<file path="src/rtl/timer_pkg.sv">
// rtl/timer_pkg.sv - register map, FSM encoding and CTRL field layout for timer_device
package timer_pkg;

    localparam logic [15:0] BASE_ADDR = 16'h7F00;

    localparam logic [1:0] CTRL_OFF   = 2'd0;
    localparam logic [1:0] PRESET_OFF = 2'd1;
    localparam logic [1:0] COUNT_OFF  = 2'd2;

    localparam logic [1:0] ST_IDLE = 2'b00;
    localparam logic [1:0] ST_LOAD = 2'b01;
    localparam logic [1:0] ST_CNT  = 2'b10;
    localparam logic [1:0] ST_INT  = 2'b11;

    localparam logic [1:0] MODE_ONESHOT = 2'b00;
    localparam logic [1:0] MODE_RELOAD  = 2'b01;

    localparam int CTRL_W        = 4;
    localparam int CTRL_EN_BIT   = 0;
    localparam int CTRL_MODE_LSB = 1;
    localparam int CTRL_MODE_MSB = 2;
    localparam int CTRL_IM_BIT   = 3;

    // Reserved modes 1x fall back to one-shot, so only the exact reload code reloads.
    function automatic logic is_reload(input logic [CTRL_W-1:0] ctrl);
        return ctrl[CTRL_MODE_MSB:CTRL_MODE_LSB] == MODE_RELOAD;
    endfunction

endpackage

</file>
<file path="src/rtl/timer_device.sv">
// rtl/timer_device.sv - memory-mapped 32-bit countdown timer with maskable interrupt
module timer_device
    import timer_pkg::*;
(
    input  logic        clk,
    input  logic        reset,
    input  logic [15:0] addr,
    input  logic        we,
    input  logic [31:0] wdata,
    output logic [31:0] rdata,
    output logic        irq
);

    logic [CTRL_W-1:0] ctrl_q, ctrl_d;
    logic [31:0]       preset_q, preset_d;
    logic [31:0]       count_q, count_d;
    logic [1:0]        state_q, state_d;
    logic              pending_q, pending_d;

    logic       sel;
    logic [1:0] off;
    logic       wr_ctrl;
    logic       wr_preset;
    logic       unused_addr_bits;

    assign sel              = addr[15:4] == BASE_ADDR[15:4];
    assign off              = addr[3:2];
    assign wr_ctrl          = we && sel && (off == CTRL_OFF);
    assign wr_preset        = we && sel && (off == PRESET_OFF);
    assign unused_addr_bits = ^addr[1:0];

    always_comb begin
        ctrl_d    = ctrl_q;
        preset_d  = preset_q;
        count_d   = count_q;
        state_d   = state_q;
        pending_d = pending_q;

        if (wr_ctrl || wr_preset) begin
            pending_d = 1'b0;
        end

        case (state_q)
            ST_IDLE: begin
                if (ctrl_q[CTRL_EN_BIT]) begin
                    state_d = ST_LOAD;
                end
            end
            ST_LOAD: begin
                count_d = preset_q;
                state_d = ST_CNT;
            end
            ST_CNT: begin
                if (!ctrl_q[CTRL_EN_BIT]) begin
                    state_d = ST_IDLE;
                end else if (count_q <= 32'd1) begin
                    // Placed after the write clear so a same-cycle CPU write cannot lose the event.
                    count_d   = 32'd0;
                    pending_d = 1'b1;
                    state_d   = ST_INT;
                end else begin
                    count_d = count_q - 32'd1;
                end
            end
            ST_INT: begin
                if (is_reload(ctrl_q)) begin
                    pending_d = 1'b0;
                    state_d   = ST_LOAD;
                end else begin
                    ctrl_d[CTRL_EN_BIT] = 1'b0;
                    state_d             = ST_IDLE;
                end
            end
        endcase

        // CPU register writes override the hardware EN clear of a one-shot expiry.
        if (wr_ctrl) begin
            ctrl_d = wdata[CTRL_W-1:0];
        end
        if (wr_preset) begin
            preset_d = wdata;
        end
    end

    always_ff @(posedge clk) begin
        if (reset) begin
            ctrl_q    <= '0;
            preset_q  <= '0;
            count_q   <= '0;
            state_q   <= ST_IDLE;
            pending_q <= 1'b0;
        end else begin
            ctrl_q    <= ctrl_d;
            preset_q  <= preset_d;
            count_q   <= count_d;
            state_q   <= state_d;
            pending_q <= pending_d;
        end
    end

    always_comb begin
        rdata = '0;
        if (sel) begin
            case (off)
                CTRL_OFF:   rdata = {{(32-CTRL_W){1'b0}}, ctrl_q};
                PRESET_OFF: rdata = preset_q;
                COUNT_OFF:  rdata = count_q;
                default:    rdata = '0;
            endcase
        end
    end

    assign irq = pending_q & ctrl_q[CTRL_IM_BIT];

endmodule

</file>
<file path="config.mk">
export PLATFORM = sky130hd
export DESIGN_NAME = timer_device
export DESIGN_NICKNAME = d
export VERILOG_FILES = /design/src/rtl/timer_pkg.sv /design/src/rtl/timer_device.sv
export SDC_FILE = /design/constraint.sdc
export NUM_CORES = 1
export LEC_CHECK = 0
export BUFFER_PORTS_ARGS = -buffer_cell sky130_fd_sc_hd__buf_2
export CAP_MARGIN = 30
export CORE_ASPECT_RATIO = 0.5
export CORE_MARGIN = 3
export CORE_UTILIZATION = 45
export CTS_BUF_LIST = sky130_fd_sc_hd__clkbuf_16
export DETAILED_ROUTE_END_ITERATION = 8
export PLACE_DENSITY = 0.78
export SLEW_MARGIN = 20
export SYNTH_ARGS = -nofsm -noshare
export SYNTH_HDL_FRONTEND = slang
export SYNTH_SLANG_ARGS = --single-unit
</file>
<file path="constraint.sdc">
create_clock -name clk -period 4.1 [get_ports clk]
set_clock_uncertainty 0.1 [all_clocks]
set_input_delay 1.025 -clock clk [delete_from_list [all_inputs] [get_ports clk]]
set_output_delay 1.025 -clock clk [all_outputs]
set_load 0.02 [all_outputs]
</file>
======== Word level (Yosys, flattened, before mapping) ========
Cells that the tools add are included.
storage, ports and cells
  bits in registers ....................... 71
  output and inout bits ................... 33
cells by class
  add/sub/neg operators ................... 1
  order comparisons ....................... 1
  equal/unequal tests ..................... 11
  multiplexer cells ....................... 18
  bitwise logic cells ..................... 1
  reduce and logical (&&, ||, !) cells .... 11
operator list
  operator                                                                           count
  32-bit two-way mux                                                                 3
  32-bit one-hot mux with 3 select lines                                             1
  32-bit one-hot mux with 2 select lines                                             1
  32-bit by 1-bit less-or-equal comparator with 1-bit output, second input constant  1
  32-bit by 1-bit subtractor with 32-bit output, second input constant               1
  12-bit by 11-bit equality test with 1-bit output, second input constant            1
  1-bit two-way mux                                                                  8
  2-bit one-hot mux with 4 select lines                                              1
  2-bit by 1-bit equality test with 1-bit output, second input constant              3
  2-bit equality test, second input constant                                         3
  2-bit two-way mux                                                                  3
  2-bit inequality test, second input constant                                       3
  2-bit AND reduction                                                                3
  2-bit zero test                                                                    2
  2-bit nonzero test                                                                 2
  1-bit logical AND                                                                  3
  3-bit inequality test, second input constant                                       1
  1-bit one-hot mux with 2 select lines                                              1
  1-bit bitwise AND                                                                  1
  1-bit logical OR                                                                   1

======== Logic depth before layout (Yosys ltp) ========
  depth after elaboration ................. 8
  depth in mapped cells ................... 10
  gate-level depth less buffers ........... 7

======== Worst setup path before layout ========
Ideal clock, no wire load.
  kind .................................... input port to output port
  start ................................... input port addr[2]
  end ..................................... output port rdata[11]
  arrival ................................. 2.437 ns
  required time ........................... 2.975 ns
  setup slack ............................. 0.538 ns
  cell stages on the path ................. 6
  buffers on the path ..................... 2
  cells stage by stage .................... clkbuf_1 -> inv_1 -> nor2_1 -> clkbuf_1 -> a22oi_1 -> nor2_1
on the way
  longest elaborated chain between the ends .. 3
RTL lines
  what                                               line                 text
  start: declaration                                 timer_device.sv:7    input logic [15:0] addr,
  2-bit equality test, or another cell as far along  timer_device.sv:104  case (off)
  32-bit one-hot mux with 3 select lines *           timer_device.sv:104
  32-bit two-way mux *                               timer_device.sv:103  if (sel) begin
  end: declaration                                   timer_device.sv:10   output logic [31:0] rdata,
Every way passes the cells marked *; elsewhere a longest branch is shown, timed or not.

======== Final worst setup path ========
  start ................................... input port addr[3]
  end ..................................... output port rdata[24]
The elaborated chain is that of the path after synthesis.

==> results.toml <==
[synthesis]
synth_common_cells = "nor2_1 (91), dfxtp_1 (71), mux2i_1 (43), clkbuf_1 (33), a22oi_1 (31)"
synth_ff_type = "dfxtp_1"
synth_area_per_cell_sq_um = 7.96
synth_most_common_cell = "nor2_1"
synth_cell_types = 56
synthTopCellsByArea = "dfxtp_1 (34%), mux2i_1 (10%), nor2_1 (8.2%)"
synth_cells = 524
synth_top_cell_by_area = "dfxtp_1"
synth.top_cell.area_share = 0.341
syn_nets = 577
ys_seq_area_frac = 0.341
async_reset_ff_frac = 0
synth-seq-cells = 71
synth_area_sq_mm = 0.00417
yosysWarnings = 0
synth_edf_count = 0

[clock_network]
clkLatencyLatePin_ns = 0.34
ctsHoldBuffers = 0
cts.sinks = 71
clockBufferDepth = 2
cts-resized-gates = 0
cts_buffers = 9
path_clk_slew_ns = 0.05
cts_tree = "yes"
post-cts-setup-buffers = 0
cts-htree-levels = 3
cts_root_buffer = "clkbuf_16"

[setup_path]
r2r_slack_ns = 1.13
critical_path_buf_inv_count = 3
end_kind = "primary output"
cpMaxStageDelayCell = "buf_4"
cp_num_cells = 6
worstPathMaxFanout = 32
crit_arrival_ns = 2.16
worstPathRequired_ns = 2.97
endpoint = "rdata[24]"
path_cells = "buf_2 -> nor2b_2 -> buf_4 -> a22oi_1 -> nor2_1 -> buf_2"
crit_family = "buffers and inverters"
reg2reg_depth = 5
rr_endpoint = "count_q[8]$_SDFFE_PP0P_"
crit_top_cell = "buf_2"
critPathKind = "in -> out"
worst_setup_path_start_kind = "primary input"
slowest_delay_ns = 0.35
r2r_start = "count_q[4]$_SDFFE_PP0P_"
crit_start = "addr[3]"

[timing]
worstMarginPinSlew_ns = 0.845
period_needed_ns = 3.28
rsz0062_at_grt = "false"
finalHoldViolCount = 0
final_max_slew_viol_count = 0
fin_crit_sh = 0.800
max_freq_mhz = 305
setup_violations = 0
layout_setup_ws_ns = 0.819
max_slew_margin = 0.433
tns_ns = 0

[power_and_ir_drop]
irDropWorstVdd_mv = 0.200
clockPowerShare = 0.475
p_int_mw = 1.11
p_seq_frac = 0.486
switching_share = 0.221
p_leak_nw = 2.19
p_comb_frac = 0.039
switchingPower_mw = 0.315
power.density_mw_per_mm2 = 292
finalPower_mw = 1.42

[place]
dp_hpwl_mm = 8.24
dp_slack_ns = 0.737
gp_congestion = 0.907
placed_area_sq_mm = 0.00460
portBuffers = 81

[final_layout]
syn2layout_area_growth_pct = 17.0
fin_nets = 635
drive_above_1_share = 0.191
fillers = 866
utilization = 0.550
stdcell_area_sq_mm = 0.00488
diodes = 0

[floorplanning]
floorplan.core_area_sq_mm = 0.00886
io_pins = 84
die_h_microns = 74.1
start_util = 0.471
die_w_microns = 142
die-area_sq_mm = 0.0105
rows = 24

[detailed_routing]
ant_nets = 0
first_iter_violations = 420
viasPerCell = 6.21
drt_wl_total_mm = 12.1
drcViolationCount = 0
vias = 4366
routedWlPerCell_microns = 17.2
firstDrtPassIters = 5

[global_route]
grt_pass1_vias = 3962
grt_pass1_wl_mm = 19.7
grtUsageTotal = 0.233
grt_overflow = 0
grt_max_degree = 36
antenna_found_initial = 0

[worst_hold_path]
hold_class = "reg -> reg"

[job]
cap_viol_max_count = 0

[status]
outcome = "finished clean"
==> metal layers <==
layer | up-vias | part of all wire | GRT usage
li1 | 2076 | - | -
met1 | 2092 | 0.45 | 0.314
met2 | 176 | 0.46 | 0.380
met3 | 22 | 0.074 | 0.0520
met4 | 0 | 0.015 | 0.0670
met5 | - | 0 | 0
==> final cells by class <==
cell class / count / area, sq um / area share
clock inverters: 6 / 23.8 / 0.00488
well taps: 117 / 146 / 0.0300
multi-input cells: 393 / 2490 / 0.512
inverters: 15 / 56.3 / 0.0115
flip-flops and latches: 71 / 1420 / 0.292
clock buffers: 9 / 225 / 0.0462
repair buffers: 92 / 508 / 0.104
==> how the worst min path moves through the flow <==
stage	cells past startpoint	slack [ns]	startpoint	endpoint
after floorplan	2	0.36	preset_q[12]$_SDFFE_PP0P_	count_q[12]$_SDFFE_PP0P_
after CTS	2	0.39	preset_q[12]$_SDFFE_PP0P_	count_q[12]$_SDFFE_PP0P_
final	2	0.39	preset_q[12]$_SDFFE_PP0P_	count_q[12]$_SDFFE_PP0P_
after detailed placement	2	0.38	preset_q[12]$_SDFFE_PP0P_	count_q[12]$_SDFFE_PP0P_
after global placement	2	0.38	preset_q[12]$_SDFFE_PP0P_	count_q[12]$_SDFFE_PP0P_
after global routing	2	0.42	preset_q[12]$_SDFFE_PP0P_	count_q[12]$_SDFFE_PP0P_
==> state kept, by name, indices dropped and copies added, names as in the netlist <==
register / cells
count_q: 32
pending_q: 1
state_q: 2
preset_q: 32
ctrl_q: 4
==> worst register-to-register path, stage by stage (launching register included) <==
cell and delay [ns]:
dfxtp_1 0.38, or3_1 0.56, or4_1 0.67, o31a_1 0.58, and4b_1 0.30, a211o_1 0.26
==> cell families after synthesis <==
family,Yosys count,synth area share
AND/OR/NAND/NOR,219,0.261
AO/OA/AOI/OAI,129,0.226
buffers and inverters,60,0.0630
flip-flops,71,0.341
multiplexers,43,0.103
adder cells (fa/ha/maj),2,0.00600
==> power by group through the flow <==
stage	sequential, mW	combinational (mW)	clock, mW
6_report	0.690	0.0558	0.675
5_1_grt	0.690	0.0609	0.720
4_1_cts	0.690	0.0556	0.680
3_5_place_dp	0.705	0.0553	0
3_3_place_gp	0.705	0.0545	0
2_1_floorplan	0.705	0.0234	0
==> stage by stage <==
stage,cells,hold slack (ns)
after CTS,702,0.387
after detailed placement,687,0.380
final,703,0.386
after global placement,687,0.379
after global routing,703,0.416
after floorplan,524,0.359
==> placed cells by master (no fill, tap or decap), types with 3 or more instances in the layout <==
cell type   n
nor2_1     90
buf_2      81
dfxtp_1    71
mux2i_1    43
a22oi_1    31
nand2_1    26
a21oi_1    25
inv_1      19
nor3_1     18
nand3_1    17
or4_1      15
a32oi_1    10
buf_4      10
or3_1       9
nor4_1      9
o21ai_0     9
o32ai_1     9
clkbuf_16   9
a31oi_1     8
nand2b_1    7
nand4_1     6
o22ai_1     4
and4b_1     3
nor2b_1     3
a311o_1     3
a211oi_1    3
o21a_1      3
Power figures use the tool's default switching activity.
